## config.mk

```make
export PLATFORM = sky130hd
export DESIGN_NAME = or_gate_tester
export DESIGN_NICKNAME = d
export VERILOG_FILES = /design/src/rtl/or_gate_tester.sv
export SDC_FILE = /design/constraint.sdc
export NUM_CORES = 1
export LEC_CHECK = 0
export ABC_AREA = 1
export BUFFER_PORTS_ARGS = -buffer_cell sky130_fd_sc_hd__buf_4
export CORE_MARGIN = 2
export CORE_UTILIZATION = 40
export CTS_BUF_LIST = sky130_fd_sc_hd__clkbuf_2 sky130_fd_sc_hd__clkbuf_4 sky130_fd_sc_hd__clkbuf_8
export DETAILED_ROUTE_END_ITERATION = 8
export PLACE_DENSITY = 0.63
export SYNTH_ARGS = -nofsm -noshare
export SYNTH_HDL_FRONTEND = slang
export SYNTH_SLANG_ARGS = --single-unit
export TNS_END_PERCENT = 50
```

## constraint.sdc

```tcl
create_clock -name clk -period 2.54 [get_ports clk]
set_input_delay 0.127 -clock clk [delete_from_list [all_inputs] [get_ports clk]]
set_output_delay 0.127 -clock clk [all_outputs]
set_load 0.01 [all_outputs]
```

## src/rtl/or_gate_tester.sv

```systemverilog
// or_gate_tester: clocked stimulus/response sequencer that drives all four A/B vectors into an OR gate and checks C.
// Optional first-failure capture ports are enabled with OR_GATE_TESTER_FAIL_LOG_EN.
module or_gate_tester #(
  parameter int HOLD_CYCLES = 15,
  parameter int ERR_W       = 3
) (
  input  logic             clk,
  input  logic             rst,
  input  logic             start,
  output logic             A,
  output logic             B,
  input  logic             C,
  output logic             busy,
  output logic             done,
  output logic             pass,
  output logic [ERR_W-1:0] err_count,
  output logic [1:0]       vec_idx
`ifdef OR_GATE_TESTER_FAIL_LOG_EN
  ,
  output logic [1:0]       first_fail_idx,
  output logic             fail_seen
`endif
);
  localparam int CW = HOLD_CYCLES > 1 ? $clog2(HOLD_CYCLES) : 1;
  typedef enum logic [1:0] {IDLE, DRIVE, FINISH} state_t;
  state_t r_state, w_next;
  logic [CW-1:0] r_cnt;
  logic w_start, w_last, w_mis;
  logic [ERR_W-1:0] w_err;
  logic [1:0] w_vec_inc;
  always_comb begin
    w_start   = (r_state == IDLE) && start;
    w_last    = (r_state == DRIVE) && (r_cnt == CW'(HOLD_CYCLES - 1));
    w_mis     = w_last && (C != (A | B));
    w_err     = (w_mis && !(&err_count)) ? err_count + 1'b1 : err_count;
    w_vec_inc = vec_idx + 2'd1;
    w_next    = r_state == IDLE  ? (start ? DRIVE : IDLE) :
                r_state == DRIVE ? ((w_last && vec_idx == 2'd3) ? FINISH : DRIVE) :
                IDLE;
  end
  always_ff @(posedge clk) begin
    if (rst) r_state <= IDLE;
    else     r_state <= w_next;
  end
  // Outputs are registered; the final-vector mismatch feeds pass through w_err.
  always_ff @(posedge clk) begin
    if (rst) begin
      A         <= 1'b0;
      B         <= 1'b0;
      busy      <= 1'b0;
      done      <= 1'b0;
      pass      <= 1'b0;
      err_count <= '0;
      vec_idx   <= 2'd0;
      r_cnt     <= '0;
    end else begin
      done <= 1'b0;
      if (w_start) begin
        err_count <= '0;
        vec_idx   <= 2'd0;
        r_cnt     <= '0;
        busy      <= 1'b1;
        A         <= 1'b0;
        B         <= 1'b0;
      end else if (r_state == DRIVE) begin
        err_count <= w_err;
        r_cnt     <= w_last ? '0 : r_cnt + 1'b1;
        if (w_last && vec_idx == 2'd3) begin
          busy    <= 1'b0;
          done    <= 1'b1;
          pass    <= (w_err == '0);
          vec_idx <= 2'd0;
          A       <= 1'b0;
          B       <= 1'b0;
        end else if (w_last) begin
          vec_idx <= w_vec_inc;
          A       <= w_vec_inc[1];
          B       <= w_vec_inc[0];
        end
      end
    end
  end
`ifdef OR_GATE_TESTER_FAIL_LOG_EN
  always_ff @(posedge clk) begin
    if (rst || w_start) begin
      first_fail_idx <= 2'd0;
      fail_seen      <= 1'b0;
    end else if (w_mis && !fail_seen) begin
      first_fail_idx <= vec_idx;
      fail_seen      <= 1'b1;
    end
  end
`endif
endmodule
```

======== Yosys cells after proc, flatten, opt, wreduce, memory -nomap -nowiden ========
Index checks and enable logic that the tools add are counted.
word-level totals
  word-level logic and storage cells ...... 52
  register bits after elaboration ......... 16
cells by class
  equality and inequality tests ........... 4
  muxes and demuxes ....................... 16
  reduce and logical (&&, ||, !) cells .... 17
  bitwise logic cells ..................... 3
  add/subtract/negate cells ............... 3
operator list
  kind                   number
  $mux W2                5
  $mux W1                9
  $reduce_and A3 Y1      2
  $reduce_bool A2 Y1     3
  $logic_and A1 B1 Y1    5
  $add A4 B1 Y4 const B  1
  $eq A4 B4 Y1 const B   1
  $mux W4                1
  $reduce_and A2 Y1      2
  $add A3 B1 Y3 const B  1
  $logic_not A3 Y1       1
  $mux W3                1
  $reduce_or A3 Y1       1
  $add A2 B1 Y2 const B  1
  $eq A2 B1 Y1 const B   1
  $eq A2 B2 Y1 const B   1
  $logic_not A2 Y1       1
  $not A1 Y1             2
  $reduce_or A2 Y1       1
  $logic_not A1 Y1       1
  $ne A1 B1 Y1           1
  $or A1 B1 Y1           1

======== Depth between registers and ports, before layout ========
Gate-level depths: netlist (run 1).
  depth in word-level cells ............... 6
  mapped depth ............................ 11
  gate-level depth less buffers ........... 11

======== Worst setup path after synthesis (run 1) ========
Ideal clock, no wire load.
  kind .................................... flip-flop to flip-flop
  from .................................... register err_count[0]
  to ...................................... register pass
  stages on the path, launching flop included .. 12
  path slack .............................. 1.157 ns
  data arrival time ....................... 1.317 ns
  clock period less this slack ............ 1.383 ns
  setup time .............................. 0.066 ns
  path through ............................ dfxtp_1 ha_1 ha_1 inv_1 nand2_1 nor2_2 nand2_2 nand2_1 nand2_1 inv_2 nand3_2 a21oi_2
between the ends
  cells in the longest elaborated chain, start to end .. 5
  elaborated cells on any way between the ends .. 6
ends and longest elaborated chain
  element                                                                line  source
  start, declared                                                        16    output logic [ERR_W-1:0] err_count,
  start signal, assigned                                                 66    err_count <= w_err;
  parallel branches: the longest is 3 deep, another holds $add A3 B1 Y3  n/a
  $mux W3 *                                                              35    w_err = (w_mis && !(&err_count)) ? err_count + 1'b1 : err_count;
  $logic_not A3 Y1 *                                                     71    pass <= (w_err == '0);
  end signal, assigned                                                   71
  end, declared                                                          15    output logic pass,
Every way passes the cells marked *.
A chain may end at the register's enable or synchronous reset.

======== Final worst setup path (run 1) ========
Ends and elaborated chain as after synthesis.

==> flow_summary.json, run 1 <==
{
  "synth_largest_area_cell": "dfxtp_1",
  "clockBufferDepth": 2,
  "yosys.cell_types.count": 21,
  "worstPathArrival_ns": 1.70,
  "worst_r2r_path_depth": 11,
  "critPathCaptureType": "flip-flop",
  "grt-ovfl-total": 0,
  "p_leak_nw": 0.401,
  "first_pass_iters": 4,
  "viasPerCell": 4.67,
  "peakVddDrop_uv": 257,
  "fin_setup_tns_ns": 0,
  "antenna_found_initial": 0,
  "grt_pass1_wl_um": 1790,
  "startpoint_type": "flip-flop",
  "drive_above_1_share_pct": 27.5,
  "n_antenna_cell": 0,
  "die_h_um": 45.9,
  "htreeDepth": 1,
  "worstMarginPinSlew_ns": 0.214,
  "die_w_um": 45.9,
  "netSwitchingFraction_pct": 22.5,
  "post-place-ws_ns": 1.06,
  "path_clk_slew_ns": 0.08,
  "cts_root_buffer": "clkbuf_4",
  "first_iter_violations": 6,
  "grt_pass1_vias": 452,
  "port_buffers": 13,
  "slew_violations": 0,
  "n_fill_cell": 161,
  "yosys_warnings": 0,
  "synthTopCellsByArea": "dfxtp_1 40%, ha_1 11%, inv_1 8.0%, nand2_1 7.0%, nor2_1 4.8%",
  "syn-mean-instance-area_um2": 8.07,
  "postCtsSetupBuffers": 0,
  "synth_nets": 97,
  "sequentialPowerShare_pct": 54.6,
  "layout_setup_ws_ns": 1.05,
  "grt_usage_pct": 12.2,
  "drt-wirelength-per-cell_um": 9.55,
  "fin_hold_ws_ns": 0.0466,
  "min_path_cells": 2,
  "hold_path_class": "input port to flip-flop",
  "hpwl_um": 896,
  "synth.top_cell.area_share_pct": 39.9,
  "path_class": "flip-flop to flip-flop",
  "powerDensity_mw_per_mm2": 492,
  "vias": 556,
  "rsz0062_at_grt": "no",
  "setup_violations": 0,
  "postCtsHoldBufs": 0,
  "ios": 14,
  "cts_made_buffers": 3,
  "ant_nets": 0,
  "rows": 15,
  "routabilityCongestion": 0.744,
  "ctsResizeCount": 0,
  "remaining_drc_errors": 0,
  "synth_seq_area_share_pct": 39.9,
  "die_area_mm2": 0.00211,
  "post-route-min-period_ns": 1.49,
  "ys_ff_latch": 14,
  "max_freq_mhz": 673,
  "cts_tree": "yes",
  "post-route-period-util_pct": 58.5,
  "syn-instance-count": 87,
  "route.final.wire_length_um": 1140,
  "grt_max_degree": 9,
  "area_growth_pct": 20.0,
  "p_sw_mw": 0.0930,
  "internal-power_mw": 0.321,
  "hold_viol": 0,
  "combPwrFrac_pct": 6.6,
  "cp.required_ns": 2.76,
  "max_slew_margin_pct": 85.6,
  "netlist_area_um2": 702,
  "clock-sinks": 14,
  "cap_violations": 0,
  "status": "complete, no violations",
  "core-area_mm2": 0.00169,
  "start_util_pct": 41.6,
  "cp_max_fo": 4,
  "fin_skew_ns": 0.00780,
  "clkPwrFrac_pct": 38.7,
  "final_nets": 113,
  "insertion_delay_ns": 0.28
}
==> final timing paths <==
check                             startpoint    to  slack, ns
worst max-delay path            err_count[0]  pass       1.05
worst min-delay path                     rst  busy       0.05
worst max register to register  err_count[0]  pass       1.05
worst min register to register          busy  busy       0.46
==> power by group through the flow <==
stage                     logic [mW]  registers (mW)  clock network [mW]
final                         0.0275           0.226               0.160
after global routing          0.0313           0.227               0.174
after CTS                     0.0277           0.226               0.166
after detailed placement      0.0276           0.232                   0
after global placement        0.0272           0.231                   0
after floorplan               0.0170           0.232                   0
==> Yosys cell counts <==
cell type  instances
inv_1             15
dfxtp_1           14
nand2_1           13
nor2_1             9
ha_1               6
a21oi_1            4
nand3_1            3
buf_4              2
inv_2              2
nand2_2            2
nand3_2            2
nand3b_1           2
nor2_2             2
nor2_4             2
o31ai_1            2
xor2_1             2
a211oi_1           1
a21oi_2            1
nand4_1            1
o21ai_0            1
o21bai_1           1
==> logic make-up (layout without fill, tap and decap cells) <==
group	after synthesis	count (layout)	share of synthesized area (%)
fa+ha+maj	6	6	10.7
simple gates	36	36	26.6
flops	14	14	39.9
buf+inv	19	34	11.2
compound gates	10	10	9.09
xor+xnor	2	2	2.50
==> cell usage in the layout, fill, tap and decap left out, types with 2 or more instances in the layout <==
cell,netlist,layout
o31ai_1,2,2
nor2_1,9,9
xor2_1,2,2
nor2_2,2,2
dfxtp_1,14,14
nor2_4,2,2
nand3_1,3,3
nand2_1,13,13
nand2_2,2,2
nand3b_1,2,2
a21oi_1,4,4
clkbuf_4,0,3
nand3_2,2,2
inv_2,2,2
buf_4,2,13
ha_1,6,6
inv_1,15,15
==> area by class of cell <==
class                           count  area (um2)  area share [%]
Timing Repair Buffer               13        97.6            11.6
Inverter                           17        63.8            7.58
Multi-Input combinational cell     54         343            40.7
Sequential cell                    14         280            33.3
Clock buffer                        4        36.3            4.31
Tap cell                           17        21.3            2.53
==> metrics by stage <==
step / util [%] / instances / power [mW] / instance area, um2
2_1_floorplan: - / 87 / 0.249 / 702
3_3_place_gp: 47.7 / 115 / 0.259 / 806
3_5_place_dp: 47.7 / 115 / 0.259 / 806
4_1_cts: 49.9 / 119 / 0.420 / 842
5_1_grt: 49.9 / 119 / 0.432 / 842
6_report: 49.9 / 119 / 0.414 / 842
==> sequential cells by signal (all words and copies together), names as in the netlist <==
register and cells:
err_count 3, r_cnt 4, vec_idx 1, r_state 2
pass 1, busy 1, A 1, done 1
==> critical path: stages (launching register included) <==
cell     delay, ns
dfxtp_1       0.34
ha_1          0.21
ha_1          0.18
inv_1         0.05
nand2_1       0.06
nor2_2        0.16
nand2_2       0.08
nand2_1       0.06
nand2_1       0.06
inv_2         0.06
nand3_2       0.06
a21oi_2       0.11
==> layer usage <==
metal / share of wire (%) / routed length [um] / vias to the layer above / track usage (%)
li1: - / - / 302 / -
met1: 47 / 533 / 244 / 14.4
met2: 48 / 543 / 8 / 18.6
met3: 4.3 / 49 / 2 / 3.57
met4: 0.88 / 10 / 0 / 8.57
met5: 0 / 0 / - / 0
Power figures use the tool's default switching activity.
==> inputs of run 2 (changes only) <==
--- a/config.mk
+++ b/config.mk
@@ -11,7 +11,7 @@
 export CORE_UTILIZATION = 40
 export CTS_BUF_LIST = sky130_fd_sc_hd__clkbuf_2 sky130_fd_sc_hd__clkbuf_4 sky130_fd_sc_hd__clkbuf_8
 export DETAILED_ROUTE_END_ITERATION = 8
-export PLACE_DENSITY = 0.63
+export PLACE_DENSITY = 0.65
 export SYNTH_ARGS = -nofsm -noshare
 export SYNTH_HDL_FRONTEND = slang
 export SYNTH_SLANG_ARGS = --single-unit
==> constraint.sdc (replaced) <==
create_clock -name clk -period 1.2 [get_ports clk]
set_input_delay 0.06 -clock clk [delete_from_list [all_inputs] [get_ports clk]]
set_output_delay 0.06 -clock clk [all_outputs]
set_load 0.01 [all_outputs]
==> run 2 against run 1 <==
Compared with the run above: the flow now finishes with violations (negative setup slack); combinational power increased to 3.0 times the previous value; non-clock buffer count increased by 15; clock skew increased by 0.0062 ns; global-route usage increased by 2.6 points; critical endpoint unchanged.
==> flow_summary.json, run 2 (synthesis gave the netlist of run 1 again) <==
{
  "area_growth_pct": 47.8,
  "timing.rr.end": "pass",
  "final_cell_mix": "26 x buf_4, 12 x inv_1, 9 x nand2_1, 9 x dfxtp_1, 7 x nor2_1",
  "drt-wirelength-per-cell_um": 10.5,
  "cts_made_buffers": 3,
  "final_nets": 128,
  "worstHoldStart": "start",
  "first_pass_iters": 4,
  "rr_startpoint": "r_cnt[0]",
  "routabilityCongestion": 0.819,
  "status": "finished, violations left",
  "max_slew_margin_pct": 82.8,
  "path_clk_slew_ns": 0.09,
  "remaining_drc_errors": 0,
  "ios": 14,
  "place_inst": 125,
  "post-route-min-period_ns": 1.37,
  "peakVddDrop_uv": 636,
  "violations": "negative setup slack",
  "critPathCaptureType": "flip-flop",
  "grt_pass1_vias": 532,
  "cp_max_fo": 5,
  "core-area_mm2": 0.00169,
  "setup_violations": 13,
  "cap_violations": 0,
  "worstPathArrival_ns": 1.57,
  "top_regs": "r_cnt (4), err_count (3), r_state (2)",
  "cts_tree": "yes",
  "worstMarginPinSlew_ns": 0.257,
  "hold_path_class": "input port to flip-flop",
  "port_buffers": 13,
  "insertion_delay_ns": 0.30,
  "post-route-period-util_pct": 114,
  "worst_r2r_path_depth": 10,
  "largest_register": "r_cnt",
  "hold_viol": 0,
  "first_iter_violations": 15,
  "startpoint_type": "flip-flop",
  "start_util_pct": 41.6,
  "n_antenna_cell": 0,
  "final_area_mm2": 0.00104,
  "p_leak_nw": 0.477,
  "drive_above_1_share_pct": 51.3,
  "route.final.wire_length_um": 1410,
  "hold_path_end": "busy",
  "cts_root_buffer": "clkbuf_4",
  "path_class": "flip-flop to flip-flop",
  "powerDensity_mw_per_mm2": 845,
  "grt-ovfl-total": 0,
  "max_freq_mhz": 731,
  "clockBufferDepth": 2,
  "vias": 620,
  "fin_skew_ns": 0.0140,
  "antenna_found_initial": 0,
  "htreeDepth": 1,
  "grt_usage_pct": 14.8,
  "viasPerCell": 4.63,
  "slew_violations": 0,
  "grt_max_degree": 9,
  "die_w_um": 45.9,
  "fin_setup_tns_ns": -1.28,
  "utilization_pct": 61.4,
  "cp.required_ns": 1.40,
  "n_fill_cell": 151,
  "placed_area_um2": 913,
  "seqCellArea_um2": 289,
  "ant_nets": 0,
  "grt_pass1_wl_um": 2130,
  "clock-sinks": 14,
  "min_path_cells": 5,
  "rrSetupSlack_ns": -0.17,
  "stdcell_count": 134,
  "layout_setup_ws_ns": -0.167,
  "die_h_um": 45.9,
  "hpwl_um": 1020,
  "final_common_cell": "buf_4",
  "rsz0062_at_grt": "yes",
  "rows": 15,
  "post-place-ws_ns": -0.239,
  "largest_reg_flops": 4,
  "multi_input_area_um2": 414,
  "die_area_mm2": 0.00211
}
[run 2: changes by cell type in the layout (fill, tap and decap cells not counted), sizes merged]
cell / delta
buf: +14
dlygate4sd3: +1
[run 2: power by group]
part / leakage [nW] / internal (mW) / total (mW) / switching [mW]
combinational: 0.342 / 0.0361 / 0.0822 / 0.0460
sequential: 0.116 / 0.471 / 0.476 / 0.00525
clock: 0.0184 / 0.152 / 0.318 / 0.166
[run 2: what timing repair did]
action                     in CTS  in global routing
setup endpoints to repair      14                 14
pin swaps                       6                  3
hold endpoints to repair        4                  0
resized for setup               5                 13
hold buffers                    1                  0
setup buffers                   0                  4
[run 2: final cells by class]
class / instances / share of cell area, %
Sequential cell: 14 / 27.9
Tap cell: 17 / 2.05
Timing Repair Buffer: 28 / 20.9
Multi-Input combinational cell: 54 / 39.9
Inverter: 17 / 6.39
Clock buffer: 4 / 2.90
[run 2: through the flow]
stage / hold slack, ns / power, mW
2_1_floorplan: 0.129 / 0.525
3_3_place_gp: 0.265 / 0.553
3_5_place_dp: 0.272 / 0.554
4_1_cts: 0.135 / 0.880
5_1_grt: 0.218 / 0.918
6_report: 0.182 / 0.877
[run 2: worst max path at each step]
| stage | from | end | slack [ns] | cells after the start |
|---|---|---|---|---|
| CTS | err_count[0] | pass | -0.17 | 11 |
| finish | r_cnt[0] | pass | -0.17 | 10 |
| global route | err_count[0] | pass | -0.24 | 11 |
| global placement | err_count[0] | pass | -0.19 | 11 |
| floorplan | err_count[0] | pass | -0.15 | 11 |
| detailed placement | err_count[0] | pass | -0.24 | 11 |
[run 2: worst max-delay path, stage by stage (launching register included)]
cell and delay [ns]:
dfxtp_2 0.34, inv_2 0.06, ha_4 0.13, nand3_2 0.09
nor2_4 0.21, buf_4 0.14, nand3_1 0.07, nand2_1 0.08
inv_2 0.04, nand3_2 0.06, a21oi_2 0.05
[run 2: layer usage]
layer	wire length [um]	GRT usage [%]	part of all wire, %
met2	676	22.2	48
met4	44	8.57	3.1
met1	627	17.5	45
met3	59	5.95	4.2
met5	0	0	0
